<file path="config.mk">
export PLATFORM = sky130hd
export DESIGN_NAME = sd_dat_rx_ctrl
export DESIGN_NICKNAME = d
export VERILOG_FILES = /design/src/rtl/sd_dat_pkg.sv /design/src/rtl/sd_crc16.sv /design/src/rtl/sd_dat_rx_ctrl.sv
export SDC_FILE = /design/constraint.sdc
export NUM_CORES = 1
export LEC_CHECK = 0
export BUFFER_PORTS_ARGS = -buffer_cell sky130_fd_sc_hd__buf_2
export CAP_MARGIN = 10
export CELL_PAD_IN_SITES_DETAIL_PLACEMENT = 0
export CELL_PAD_IN_SITES_GLOBAL_PLACEMENT = 2
export CORE_MARGIN = 3
export CORE_UTILIZATION = 30
export CTS_CLUSTER_DIAMETER = 30
export DETAILED_ROUTE_END_ITERATION = 12
export GPL_TIMING_DRIVEN = 1
export PLACE_DENSITY_LB_ADDON = 0.12
export SLEW_MARGIN = 20
export SYNTH_ARGS = -nofsm -noshare
export SYNTH_HDL_FRONTEND = slang
export SYNTH_HIERARCHICAL = 1
export SYNTH_SLANG_ARGS = --single-unit
export TNS_END_PERCENT = 10
</file>
<file path="constraint.sdc">
create_clock -name clk -period 2.2 [get_ports clk]
set_input_delay 0.33 -clock clk [delete_from_list [all_inputs] [get_ports clk]]
set_output_delay 0.33 -clock clk [all_outputs]
set_load 0.05 [all_outputs]
</file>
<file path="src/rtl/sd_dat_pkg.sv">
// sd_dat_pkg: shared types and constants for the SD DAT receive/transmit path
package sd_dat_pkg;
  typedef enum logic [2:0] {IDLE, WAIT_START, DATA, CRC, END, NEXT} state_t;
  localparam logic [2:0] ERR_NONE    = 3'd0;
  localparam logic [2:0] ERR_TIMEOUT = 3'd1;
  localparam logic [2:0] ERR_CRC     = 3'd2;
  localparam logic [2:0] ERR_ENDBIT  = 3'd3;
  localparam logic [2:0] ERR_OVERRUN = 3'd4;
  localparam int CRC_BITS = 16;
  localparam logic [CRC_BITS-1:0] CRC_POLY = 16'h1021;
endpackage

</file>
<file path="src/rtl/sd_crc16.sv">
// sd_crc16: serial CRC16-CCITT (init 0, MSB first), one bit per cycle
//   clk, reset : clock, synchronous active-high reset
//   clr        : clear the remainder to 0
//   en, din    : fold din into the remainder when en is high
//   crc        : current remainder
module sd_crc16 import sd_dat_pkg::*; (
  input  logic                clk,
  input  logic                reset,
  input  logic                clr,
  input  logic                en,
  input  logic                din,
  output logic [CRC_BITS-1:0] crc
);
  logic fb;
  assign fb = din ^ crc[CRC_BITS-1];
  always_ff @(posedge clk)
    if (reset || clr) crc <= '0;
    else if (en) crc <= {crc[CRC_BITS-2:0], 1'b0} ^ (fb ? CRC_POLY : '0);
endmodule

</file>
<file path="src/rtl/sd_dat_rx_ctrl.sv">
// sd_dat_rx_ctrl: 1-bit SD DAT receive sequencer (start detect, word gating, CRC16/end-bit check)
//   start/abort/block_cnt : command-engine control; dat_in : DAT0 line
//   ser_word/ser_en/ser_clr : external deserializer interface
//   word_o/word_valid/fifo_full : read-FIFO interface
//   busy/done/err/err_code : status
//   Macro SD_DAT_RX_CRC_EN enables CRC16 generation and checking.
module sd_dat_rx_ctrl import sd_dat_pkg::*; #(
  parameter int BLOCK_BYTES = 512,
  parameter int TIMEOUT     = 1024
) (
  input  logic        clk,
  input  logic        reset,
  input  logic        start,
  input  logic        abort,
  input  logic [15:0] block_cnt,
  input  logic        dat_in,
  input  logic [31:0] ser_word,
  output logic        ser_en,
  output logic        ser_clr,
  output logic [31:0] word_o,
  output logic        word_valid,
  input  logic        fifo_full,
  output logic        busy,
  output logic        done,
  output logic        err,
  output logic [2:0]  err_code
);
  localparam int WORDS = BLOCK_BYTES / 4;
  localparam int WW = $clog2(WORDS) + 1;
  localparam int TW = $clog2(TIMEOUT) + 1;
  state_t state, state_n;
  logic [4:0] bit_cnt;
  logic [WW-1:0] word_cnt;
  logic [TW-1:0] tmo_cnt;
  logic [15:0] blocks;
  logic [2:0] code;
  logic fin, bit_last, word_last, crc_bad, push;
  logic unused_msb;
  assign unused_msb = ser_word[31];
  assign bit_last = bit_cnt == 5'd31;
  assign word_last = word_cnt == WW'(WORDS - 1);
`ifdef SD_DAT_RX_CRC_EN
  logic [CRC_BITS-1:0] crc, rx_crc;
  sd_crc16 u_crc (
    .clk(clk), .reset(reset), .clr(state == WAIT_START), .en(ser_en), .din(dat_in), .crc(crc)
  );
  always_ff @(posedge clk)
    if (reset) rx_crc <= '0;
    else if (state == CRC) rx_crc <= {rx_crc[CRC_BITS-2:0], dat_in};
  assign crc_bad = rx_crc != crc;
`else
  assign crc_bad = 1'b0;
`endif
  always_comb begin
    state_n = state;
    code = ERR_NONE;
    fin = 1'b0;
    case (state)
      IDLE: state_n = start ? WAIT_START : IDLE;
      WAIT_START: begin
        if (!dat_in) state_n = DATA;
        else if (tmo_cnt == TW'(TIMEOUT - 1)) code = ERR_TIMEOUT;
      end
      DATA: begin
        if (bit_last && fifo_full) code = ERR_OVERRUN;
        else if (bit_last && word_last) state_n = CRC;
      end
      CRC: state_n = bit_cnt == 5'(CRC_BITS - 1) ? END : CRC;
      END: begin
        if (!dat_in) code = ERR_ENDBIT;
        else if (crc_bad) code = ERR_CRC;
        else if (blocks == 16'd1) fin = 1'b1;
        else state_n = NEXT;
      end
      NEXT: state_n = WAIT_START;
      default: state_n = IDLE;
    endcase
    if (code != ERR_NONE || fin) state_n = IDLE;
    // abort overrides every same-cycle event, including errors and completion
    if (abort && state != IDLE) begin
      state_n = IDLE;
      code = ERR_NONE;
      fin = 1'b0;
    end
  end
  assign ser_en = state == DATA && !abort && code == ERR_NONE;
  assign busy = state != IDLE;
  assign push = state == DATA && bit_last && !abort && !fifo_full;
  always_ff @(posedge clk)
    if (reset) state <= IDLE;
    else state <= state_n;
  always_ff @(posedge clk) begin
    if (reset) begin
      bit_cnt <= '0;
      word_cnt <= '0;
      tmo_cnt <= '0;
      blocks <= '0;
      word_o <= '0;
      word_valid <= 1'b0;
      done <= 1'b0;
      err <= 1'b0;
      err_code <= ERR_NONE;
      ser_clr <= 1'b0;
    end else begin
      word_valid <= push;
      if (push) word_o <= {ser_word[30:0], dat_in};
      done <= fin;
      err <= code != ERR_NONE;
      if (code != ERR_NONE) err_code <= code;
      ser_clr <= (state == IDLE && start) || (state == END && state_n == NEXT) ||
                 (state != IDLE && state_n == IDLE);
      if (state == IDLE && start) begin
        err_code <= ERR_NONE;
        blocks <= block_cnt == 16'd0 ? 16'd1 : block_cnt;
        tmo_cnt <= '0;
      end
      if (state == WAIT_START) begin
        tmo_cnt <= tmo_cnt + 1'b1;
        bit_cnt <= '0;
        word_cnt <= '0;
      end
      if (state == NEXT) tmo_cnt <= '0;
      if (state == DATA || state == CRC) bit_cnt <= bit_cnt + 1'b1;
      if (state == DATA && bit_last) word_cnt <= word_cnt + 1'b1;
      if (state == END && state_n == NEXT) blocks <= blocks - 1'b1;
    end
  end
endmodule

</file>
==> results.tsv, run 1 <==
stage	metric	value	unit
clock_network	clk_pin_slew_worst_paths	60	ps
logic_synthesis	async_flop_share	0	
placement	dp_slack	83.6	ps
detailed_routing	wirelength	11.0	mm
clock_network	htreeDepth	3	
pwr	comb_power_share	0.131	
critical_path	crit_type	reg2out	
critical_path	crit_required	1870	ps
logic_synthesis	avgSynthCellArea	7.97	um2
logic_synthesis	synth_edf_count	0	
pwr	power_frac_clock	0.428	
die	placementRows	40	
placement	numPortBuffers	93	
global_route	first_global_vias	3571	
logic_synthesis	ys_ff_latch	82	
final_layout	stdcell_count	764	
global_route	grt_max_degree	38	
clock_network	postCtsHoldBufs	0	
logic_synthesis	yosysUniqueCellTypes	62	
logic_synthesis	synth_top_area_frac	0.429	
timing	skew	5.76	ps
final_layout	fillers	1301	
pwr	seq_power_share	0.441	
timing	period_needed	2180	ps
critical_path	startpoint_type	register	
logic_synthesis	synth_area_leaders	dfxtp_1 (43%), nand2_1 (8.8%), a21oi_1 (7.1%), nor2_1 (4.9%), ha_1 (2.3%)	
die	die_w	119	um
logic_synthesis	ys_warn_count	6	
die	start_util	0.312	
detailed_routing	drt-wirelength-per-cell	14.4	um
final_layout	antennaDiodeCount	0	
detailed_routing	drt_first_pass_iters	4	
logic_synthesis	yosysMostFrequentCell	nand2_1	
critical_path	cp_max_fo	2	
clock_network	clk_latency	340	ps
global_route	grt_pass1_wl	18.3	mm
worst_hold_path	hp-class	in2reg	
timing	fin_ws	23.5	ps
critical_path	r2r_slack	140	ps
clock_network	cts_tree	done	
flow_run	drv_cap	0	
detailed_routing	drc	0	
timing	fmax	459	MHz
pwr	switching_share	0.250	
critical_path	end_kind	output pin	
clock_network	cts.sinks	82	
logic_synthesis	synthTopCellsByCount	nand2_1 (90), dfxtp_1 (82), a21oi_1 (54)	
pwr	ir_worst_vdd	0.000409	V
pwr	power_density	696	nW/um2
logic_synthesis	ys_seq_area_frac	0.429	
critical_path	arrival	1850	ps
pwr	p_int	2.65	mW
global_route	grt_overflow	0	
detailed_routing	ant_nets	0	
die	ios	95	
clock_network	numCtsBuffers	9	
logic_synthesis	synth_area	3830	um2
global_route	antenna_found_initial	0	
timing	slew_viol_final	0	
timing	finalHoldViolCount	0	
detailed_routing	drt_iter0_markers	135	
logic_synthesis	synthCells	480	
detailed_routing	dr_total_vias	3813	
logic_synthesis	yosysTopAreaCell	dfxtp_1	
placement	dpl.cell_count	744	
timing	tightestPinTransition	583	ps
die	die_area	14100	um2
detailed_routing	vias_per_cell	4.99	
die	core-area	12300	um2
timing	maxSlewHeadroom	0.607	
timing	setup_viol	0	
timing	rsz0062_at_grt	true	
logic_synthesis	synth_nets	541	
die	die_y	119	um
logic_synthesis	synth_ff_type	dfxtp_1	
clock_network	clockBufferDepth	2	
placement	dp_hpwl	7.88	mm
timing	period_share	0.989	
pwr	power_switching	0.884	mW
global_route	track_usage	0.159	
final_layout	synthToLayoutAreaGrowth	32.5	%
placement	globalplace.congestion	0.760	
final_layout	drive_above_1_share	0.284	
clock_network	cts-root-buf	clkbuf_16	
outcome	status	finished clean	
final_layout	nets	654	
pwr	power.leakage	2.02	nW
## registers in the layout, summed over array words and instances (netlist names)
register and flops:
word_cnt 8, tmo_cnt 11, ser_clr 1, word_valid 1, err 1, word_o 32, done 1, err_code 3
bit_cnt 5, state 3, blocks 16
## through the flow
stage	TNS, ps	util	power, mW	area (um2)	hold slack, ps
finish	0	0.413	3.53	5070	222
detailed placement	0	0.382	2.05	4680	444
global route	-78.3	0.413	3.74	5070	209
global placement	0	0.382	2.04	4680	440
CTS	-66.6	0.411	3.60	5040	206
floorplan	0	-	1.85	3840	433
## cell usage in the layout, fill, tap and decap left out, types with 3 or more instances in the layout
cell type and count:
buf_2 92, nand2_1 90, dfxtp_1 78, a21oi_1 53, nor2_1 49, buf_4 34, nand3_1 16, inv_1 12
o21ai_0 11, nor4_1 11, clkbuf_16 9, nor3_1 8, a22oi_1 7, a31oi_1 7, nand4b_1 6, nand4_1 6
or3_1 6, ha_1 5, mux2_2 4, a311oi_1 4, o21a_1 4, dfxtp_2 4, nand2b_1 3, nor3b_1 3
a211oi_1 3, o211ai_1 3, o21bai_1 3, buf_12 3
## critical path, stage by stage (launching register included)
cell and delay [ps]:
dfxtp_2 330, ha_4 150, and3_4 180, ha_4 150
nand4b_1 100, a21oi_2 70, nor2_2 100, nor4b_4 220
buf_6 190
## what timing repair did
item                       in CTS  in global routing
pin swaps                       4                  2
setup buffers                   4                  2
gates resized for setup         9                  4
setup endpoints to repair       1                  2
## cells by family after synthesis
kind of cell               count (synthesis)  synth area share
buffers and inverters                     40            0.0422
muxes                                      5            0.0144
and+or+nand+nor                          225             0.290
DFF                                       82             0.429
adders and majority gates                  7            0.0229
AOI/OAI and AO/OA                        121             0.202
## routing by layer
layer	part of all wire	up-vias	global-route usage	wire length [um]
met5	0	-	0	0
met4	0.0095	0	0.0413	104
met3	0.042	7	0.0508	458
met2	0.48	59	0.252	5220
met1	0.47	1799	0.210	5210
li1	-	1948	-	-
## power by group through the flow
stage,Sequential (mW),Combinational [mW],Clock [mW]
finish,1.56,0.463,1.51
detailed placement,1.59,0.460,0
global route,1.56,0.517,1.66
floorplan,1.59,0.263,0
global placement,1.59,0.459,0
CTS,1.55,0.466,1.58
## layout make-up
class | count | area (um2) | share of cell area
flip-flops and latches | 82 | 1650 | 0.325
repair buffers | 130 | 787 | 0.155
clock inverters | 2 | 37.5 | 0.00740
well taps | 168 | 210 | 0.0415
clock buffers | 12 | 256 | 0.0506
multi-input cells | 358 | 2090 | 0.412
inverters | 12 | 45.0 | 0.00888
## path summary, 6_finish.rpt
path | startpoint | end | depth (start not counted)
min | ser_word[14] | word_o[15] | 3
max | bit_cnt[1] | ser_en | 8
max reg2reg | bit_cnt[0] | state[0] | 9
min reg2reg | word_o[17] | word_o[17] | 2
No activity file was read; power rests on OpenSTA's default activity.
==> run 2, diff against run 1 <==
==> constraint.sdc (replaced) <==
create_clock -name clk -period 2.2 [get_ports clk]
set_input_delay 0.44 -clock clk [delete_from_list [all_inputs] [get_ports clk]]
set_output_delay 0.44 -clock clk [all_outputs]
set_load 0.05 [all_outputs]
==> run 2 against run 1 <==
  * The flow now finishes with violations (setup timing)
  * Clock skew increased by 2.9 ps
  * Wire length increased by 0.63%
  * Fmax decreased by 7.2%
  * Critical path depth decreased by 2
  * Sequential power about the same
  * Critical endpoint unchanged
  * Largest cell class unchanged
==> results.tsv, run 2 (synthesized netlist as in run 1, its figures left out) <==
stage	metric	value	unit	change
outcome	status	complete, but fails checks		
outcome	violations	setup timing		
die	start_util	0.312		unchanged
worst_hold_path	hp-class	in2reg		
placement	dp_hpwl	7.90	mm	+0.27%
timing	tightestPinTransition	664	ps	+80.3 ps
worst_hold_path	holdCritStartpoint	ser_word[16]		
critical_path	end_kind	output pin		
final_layout	antennaDiodeCount	0		unchanged
detailed_routing	wirelength	11.1	mm	+0.63%
timing	hold-worst-slack	328	ps	+106 ps
die	die_area	14100	um2	unchanged
timing	fin_ws	-146	ps	-170 ps
pwr	comb_power_share	0.129		-0.002
timing	fmax	426	MHz	-7.2%
critical_path	path_cells	or3b_1 -> nor4_1 -> buf_4 -> nor2_2 -> nor4b_4 -> buf_6		
placement	dp_slack	92.0	ps	+8.36 ps
global_route	track_usage	0.160		+0.00114
critical_path	arrival	1910	ps	+60 ps
flow_run	drv_cap	0		unchanged
timing	slew_viol_final	0		unchanged
clock_network	clk_pin_slew_worst_paths	70	ps	about the same
detailed_routing	vias_per_cell	4.97		-0.39%
timing	timing.setup.tns	-146	ps	-146 ps
die	die_y	119	um	unchanged
pwr	finalPower	3.57	mW	+1.1%
clock_network	clk_latency	340	ps	about the same
critical_path	startpoint_type	register		
global_route	antenna_found_initial	0		unchanged
final_layout	synthToLayoutAreaGrowth	32.1	%	
timing	maxSlewHeadroom	0.553		-0.0541
die	core-area	12300	um2	unchanged
pwr	seq_power_share	0.437		-0.004
global_route	grt_max_degree	34		-11%
critical_path	cp_max_fo	5		+3
global_route	grt_overflow	0		unchanged
final_layout	mostFrequentLayoutCells	buf_2 (92), nand2_1 (90), dfxtp_1 (80), a21oi_1 (53), nor2_1 (49)		
pwr	power.leakage	2.00	nW	-0.65%
final_layout	drive_above_1_share	0.279		-0.00457
critical_path	r2r-start	bit_cnt[1]		
final_layout	regMostFlops	word_o		
final_layout	final_cell_area	5060	um2	-0.25%
die	ios	95		unchanged
die	die_w	119	um	unchanged
clock_network	htreeDepth	3		unchanged
detailed_routing	drc	0		unchanged
detailed_routing	drt_iter0_markers	201		+49%
pwr	switching_share	0.262		+0.0118
critical_path	path_buf_inv	2		+1
pwr	power_switching	0.936	mW	+5.8%
pwr	p_int	2.63	mW	-0.52%
final_layout	largest_reg_flops	32		unchanged
final_layout	top_regs	word_o x32, blocks x16, tmo_cnt x11		
clock_network	clockBufferDepth	2		unchanged
clock_network	cts-root-buf	clkbuf_16		
timing	rsz0062_at_grt	true		
timing	skew	8.67	ps	+2.91 ps
final_layout	layout_commonest_cell	buf_2		
placement	numPortBuffers	93		unchanged
critical_path	critPathLaunch	state[0]		
critical_path	critical_path.max_stage_delay	430	ps	+100 ps
die	placementRows	40		unchanged
critical_path	cpLargestDelayFamily	simple AND/OR/NAND/NOR gates		
detailed_routing	ant_nets	0		unchanged
placement	globalplace.congestion	0.748		-1.6%
timing	finalHoldViolCount	0		unchanged
timing	setup_viol	1		+1
timing	period_needed	2350	ps	+170 ps
detailed_routing	drt-wirelength-per-cell	14.5	um	+0.76%
clock_network	cts_tree	done		
final_layout	nets	651		-0.46%
critical_path	cpMaxStageDelayCell	dfxtp_1		
pwr	ir_worst_vdd	0.000295	V	-28%
pwr	power_density	706	nW/um2	+1.3%
pwr	power_frac_clock	0.434		+0.006
critical_path	crit_required	1760	ps	-110 ps
global_route	grt_pass1_wl	18.3	mm	-0.19%
timing	period_share	1.07		+0.0773
global_route	first_global_vias	3672		+2.8%
detailed_routing	dr_total_vias	3793		-0.52%
clock_network	numCtsBuffers	9		unchanged
critical_path	crit_type	reg2out		
detailed_routing	drt_first_pass_iters	4		unchanged
clock_network	cts.sinks	82		unchanged
placement	placed_cell_area	4690	um2	+0.27%
[run 2: changes by cell type in the layout (fill, tap and decap cells not counted), sizes merged]
cell,delta
buf,-3
clkbuf,-1
clkinv,+3
[run 2: final timing paths]
path,to,slack [ps],depth (start not counted)
worst max register to register,state[0],70,9
worst min register to register,word_o[26],450,2
worst min-delay path,word_o[17],330,3
worst max-delay path,ser_en,-150,6
[run 2: final cells by class]
class | count | area (um2)
Clock buffer | 11 | 243
Timing Repair Buffer | 127 | 764
Multi-Input combinational cell | 358 | 2090
Clock inverter | 5 | 63.8
Tap cell | 168 | 210
Sequential cell | 82 | 1640
Inverter | 12 | 45.0
Fill cell | 1315 | 7200
[run 2: worst register-to-register path, stage by stage (launching register included)]
cell	delay, ps
dfxtp_2	360
ha_4	140
and3_4	200
ha_4	130
buf_4	100
nand4bb_1	120
nor2_1	160
nand3_1	120
or4b_1	520
a31oi_1	200
[run 2: power groups by stage]
stage	sequential [mW]	combinational, mW	clock [mW]
2_1_floorplan	1.59	0.263	0
3_3_place_gp	1.59	0.454	0
3_5_place_dp	1.59	0.456	0
4_1_cts	1.56	0.461	1.61
5_1_grt	1.56	0.513	1.66
6_report	1.56	0.462	1.55
[run 2: layer usage]
| layer | track usage | wire length (um) | vias to the layer above | part of all wire |
|---|---|---|---|---|
| li1 | - | - | 1947 | - |
| met1 | 0.206 | 5260 | 1778 | 0.48 |
| met2 | 0.259 | 5180 | 59 | 0.47 |
| met3 | 0.0351 | 453 | 9 | 0.041 |
| met4 | 0.0702 | 164 | 0 | 0.015 |
| met5 | 0 | 0 | - | 0 |
[run 2: stage by stage]
step,util,std cells
floorplan,-,480
global placement,0.383,743
detailed placement,0.383,743
CTS,0.412,763
global route,0.412,763
finish,0.412,763
[run 2: repair_timing]
action / 4_1_cts / 5_1_grt
pin swaps: 3 / 2
setup endpoints to repair: 1 / 4
gates resized for setup: 4 / 3
buffers inserted: 4 / 0
hold buffers: 0 / 0
==> run 3, diff against run 2 <==
Settings changed: RECOVER_POWER set to 100.
==> run 3 against run 2 <==
  * Critical endpoint unchanged
  * Clock power hardly changed
  * Utilization is 0.62 points lower
  * Global-route usage stayed put
  * Clock skew is 1.2 ps higher
  * Worst setup slack better by 2.0 ps
  * Fmax hardly changed
  * Highest routed layer unchanged
  * Wire length is 0.18% higher
  * Sequential cell count stayed put
  * The run still ends with setup timing left
  * Clock-buffer cell count stayed put
==> results.tsv, run 3 (synthesized netlist as in run 1, its figures left out) <==
stage	metric	value	unit	change
die	core-area	12300	um2	unchanged
pwr	power_density	715	nW/um2	+1.3%
die	die_area	14100	um2	unchanged
final_layout	final_cell_area	4980	um2	-1.5%
timing	slew_viol_final	0		unchanged
placement	dp_slack	92.0	ps	unchanged
final_layout	drive_above_1_share	0.202		-0.0773
pwr	power.leakage	1.81	nW	-9.7%
critical_path	r2r-end	state[0]		
global_route	antenna_found_initial	0		unchanged
die	placementRows	40		unchanged
timing	period_needed	2340	ps	-1.97 ps
timing	finalHoldViolCount	0		unchanged
detailed_routing	drt_first_pass_iters	4		unchanged
worst_hold_path	holdPathStages	3		unchanged
timing	fin_ws	-145	ps	+1.97 ps
die	start_util	0.312		unchanged
placement	numPortBuffers	93		unchanged
timing	skew	9.91	ps	+1.24 ps
worst_hold_path	holdCritStartpoint	ser_word[6]		
timing	maxSlewHeadroom	0.553		about the same
final_layout	largest_reg_flops	32		unchanged
worst_hold_path	min_to	word_o[7]		
critical_path	crit_required	1760	ps	about the same
critical_path	arrival	1900	ps	about the same
global_route	grt_pass1_wl	18.3	mm	unchanged
detailed_routing	vias_per_cell	4.98		+0.16%
outcome	violations	setup timing		
clock_network	numCtsBuffers	9		unchanged
timing	tightestPinTransition	663	ps	-0.357 ps
flow_run	drv_cap	0		unchanged
clock_network	clk_latency	340	ps	about the same
timing	setup_viol	1		unchanged
final_layout	nets	651		unchanged
worst_hold_path	hp-class	in2reg		
detailed_routing	drt_iter0_markers	204		+1.5%
critical_path	r2r_slack	80	ps	about the same
detailed_routing	ant_nets	0		unchanged
clock_network	cts_tree	done		
placement	placed_cell_area	4690	um2	unchanged
pwr	ir_worst_vdd	0.000296	V	+0.32%
clock_network	cts.sinks	82		unchanged
global_route	grt_max_degree	34		unchanged
global_route	first_global_vias	3672		unchanged
detailed_routing	drt-wirelength-per-cell	14.5	um	+0.18%
outcome	status	complete, but fails checks		
clock_network	clockBufferDepth	2		unchanged
final_layout	regMostFlops	word_o		
critical_path	startpoint_type	register		
clock_network	cts-root-buf	clkbuf_16		
critical_path	r2r-start	bit_cnt[1]		
timing	hold-worst-slack	326	ps	-2.42 ps
die	die_y	119	um	unchanged
detailed_routing	wirelength	11.1	mm	+0.18%
clock_network	clk_pin_slew_worst_paths	60	ps	about the same
final_layout	mostFrequentLayoutCells	nand2_1 (90), dfxtp_1 (80), a21oi_1 (53), buf_2 (53), nor2_1 (49)		
final_layout	top_regs	word_o x32, blocks x16, tmo_cnt x11		
detailed_routing	drc	0		unchanged
critical_path	r2r.worst_path.cells	9		unchanged
timing	rsz0062_at_grt	true		
clock_network	htreeDepth	3		unchanged
global_route	track_usage	0.160		unchanged
final_layout	synthToLayoutAreaGrowth	30.1	%	
pwr	finalPower	3.56	mW	-0.23%
placement	dp_hpwl	7.90	mm	unchanged
placement	globalplace.congestion	0.748		unchanged
die	die_w	119	um	unchanged
final_layout	antennaDiodeCount	0		unchanged
die	ios	95		unchanged
timing	period_share	1.07		about the same
critical_path	cp_max_fo	5		unchanged
final_layout	layout_commonest_cell	nand2_1		
detailed_routing	dr_total_vias	3799		+0.16%
critical_path	end_kind	output pin		
timing	fmax	427	MHz	about the same
critical_path	crit_type	reg2out		
global_route	grt_overflow	0		unchanged
==> run 3: changes by cell type in the layout (fill, tap and decap cells not counted) <==
cell and delta:
buf_4 -6, nor3_2 -1, nor3_1 +1, clkbuf_1 +45
buf_2 -39
==> run 3: metrics by stage <==
step	TNS, ps	util	std cells
after floorplan	-17.1	-	480
after global placement	0	0.383	743
after detailed placement	0	0.383	743
after CTS	-187	0.412	763
after global routing	-1810	0.406	763
final	-145	0.406	763
==> run 3: cell type report <==
class / instances / area (um2)
timing repair buffer: 127 / 693
clock inverter: 5 / 63.8
sequential: 82 / 1640
tap: 168 / 210
clock buffer: 11 / 243
multi-input combinational: 358 / 2080
fill: 1340 / 7280
inverter: 12 / 45.0
==> run 3: worst max path at each step <==
stage / to / depth (start not counted) / slack (ps) / startpoint
3_3_place_gp: ser_en / 8 / 90 / bit_cnt[1]
3_5_place_dp: ser_en / 8 / 90 / bit_cnt[1]
6_report: ser_en / 6 / -140 / state[0]
4_1_cts: ser_en / 8 / -190 / bit_cnt[0]
5_1_grt: ser_en / 8 / -210 / bit_cnt[1]
2_1_floorplan: ser_en / 7 / -20 / bit_cnt[1]
==> run 3: worst max-delay path, cell delays in order, from the launching register on <==
cell and delay (ps):
dfxtp_1 430, or3b_1 390, nor4_1 240, buf_4 170, nor2_2 40, nor4b_4 130
buf_6 160
==> run 3: repair_timing <==
item	in CTS	in global routing
pin swaps	3	2
resized for setup	4	3
hold buffers	0	0
endpoints found under the hold margin	0	0
setup buffers	4	0
endpoints found under the setup margin	1	4
==> run 3: where the power goes <==
part | internal (mW) | switching (mW)
logic | 0.190 | 0.264
registers | 1.52 | 0.0387
clock network | 0.917 | 0.632
total | 2.63 | 0.935
==> run 3: metal layers <==
layer / part of all wire / routed length [um] / global-route usage / vias up
met5: 0 / 0 / 0 / -
met4: 0.012 / 133 / 0.0702 / 0
met3: 0.034 / 374 / 0.0351 / 6
met2: 0.48 / 5290 / 0.259 / 54
met1: 0.48 / 5290 / 0.206 / 1795
li1: - / - / - / 1944
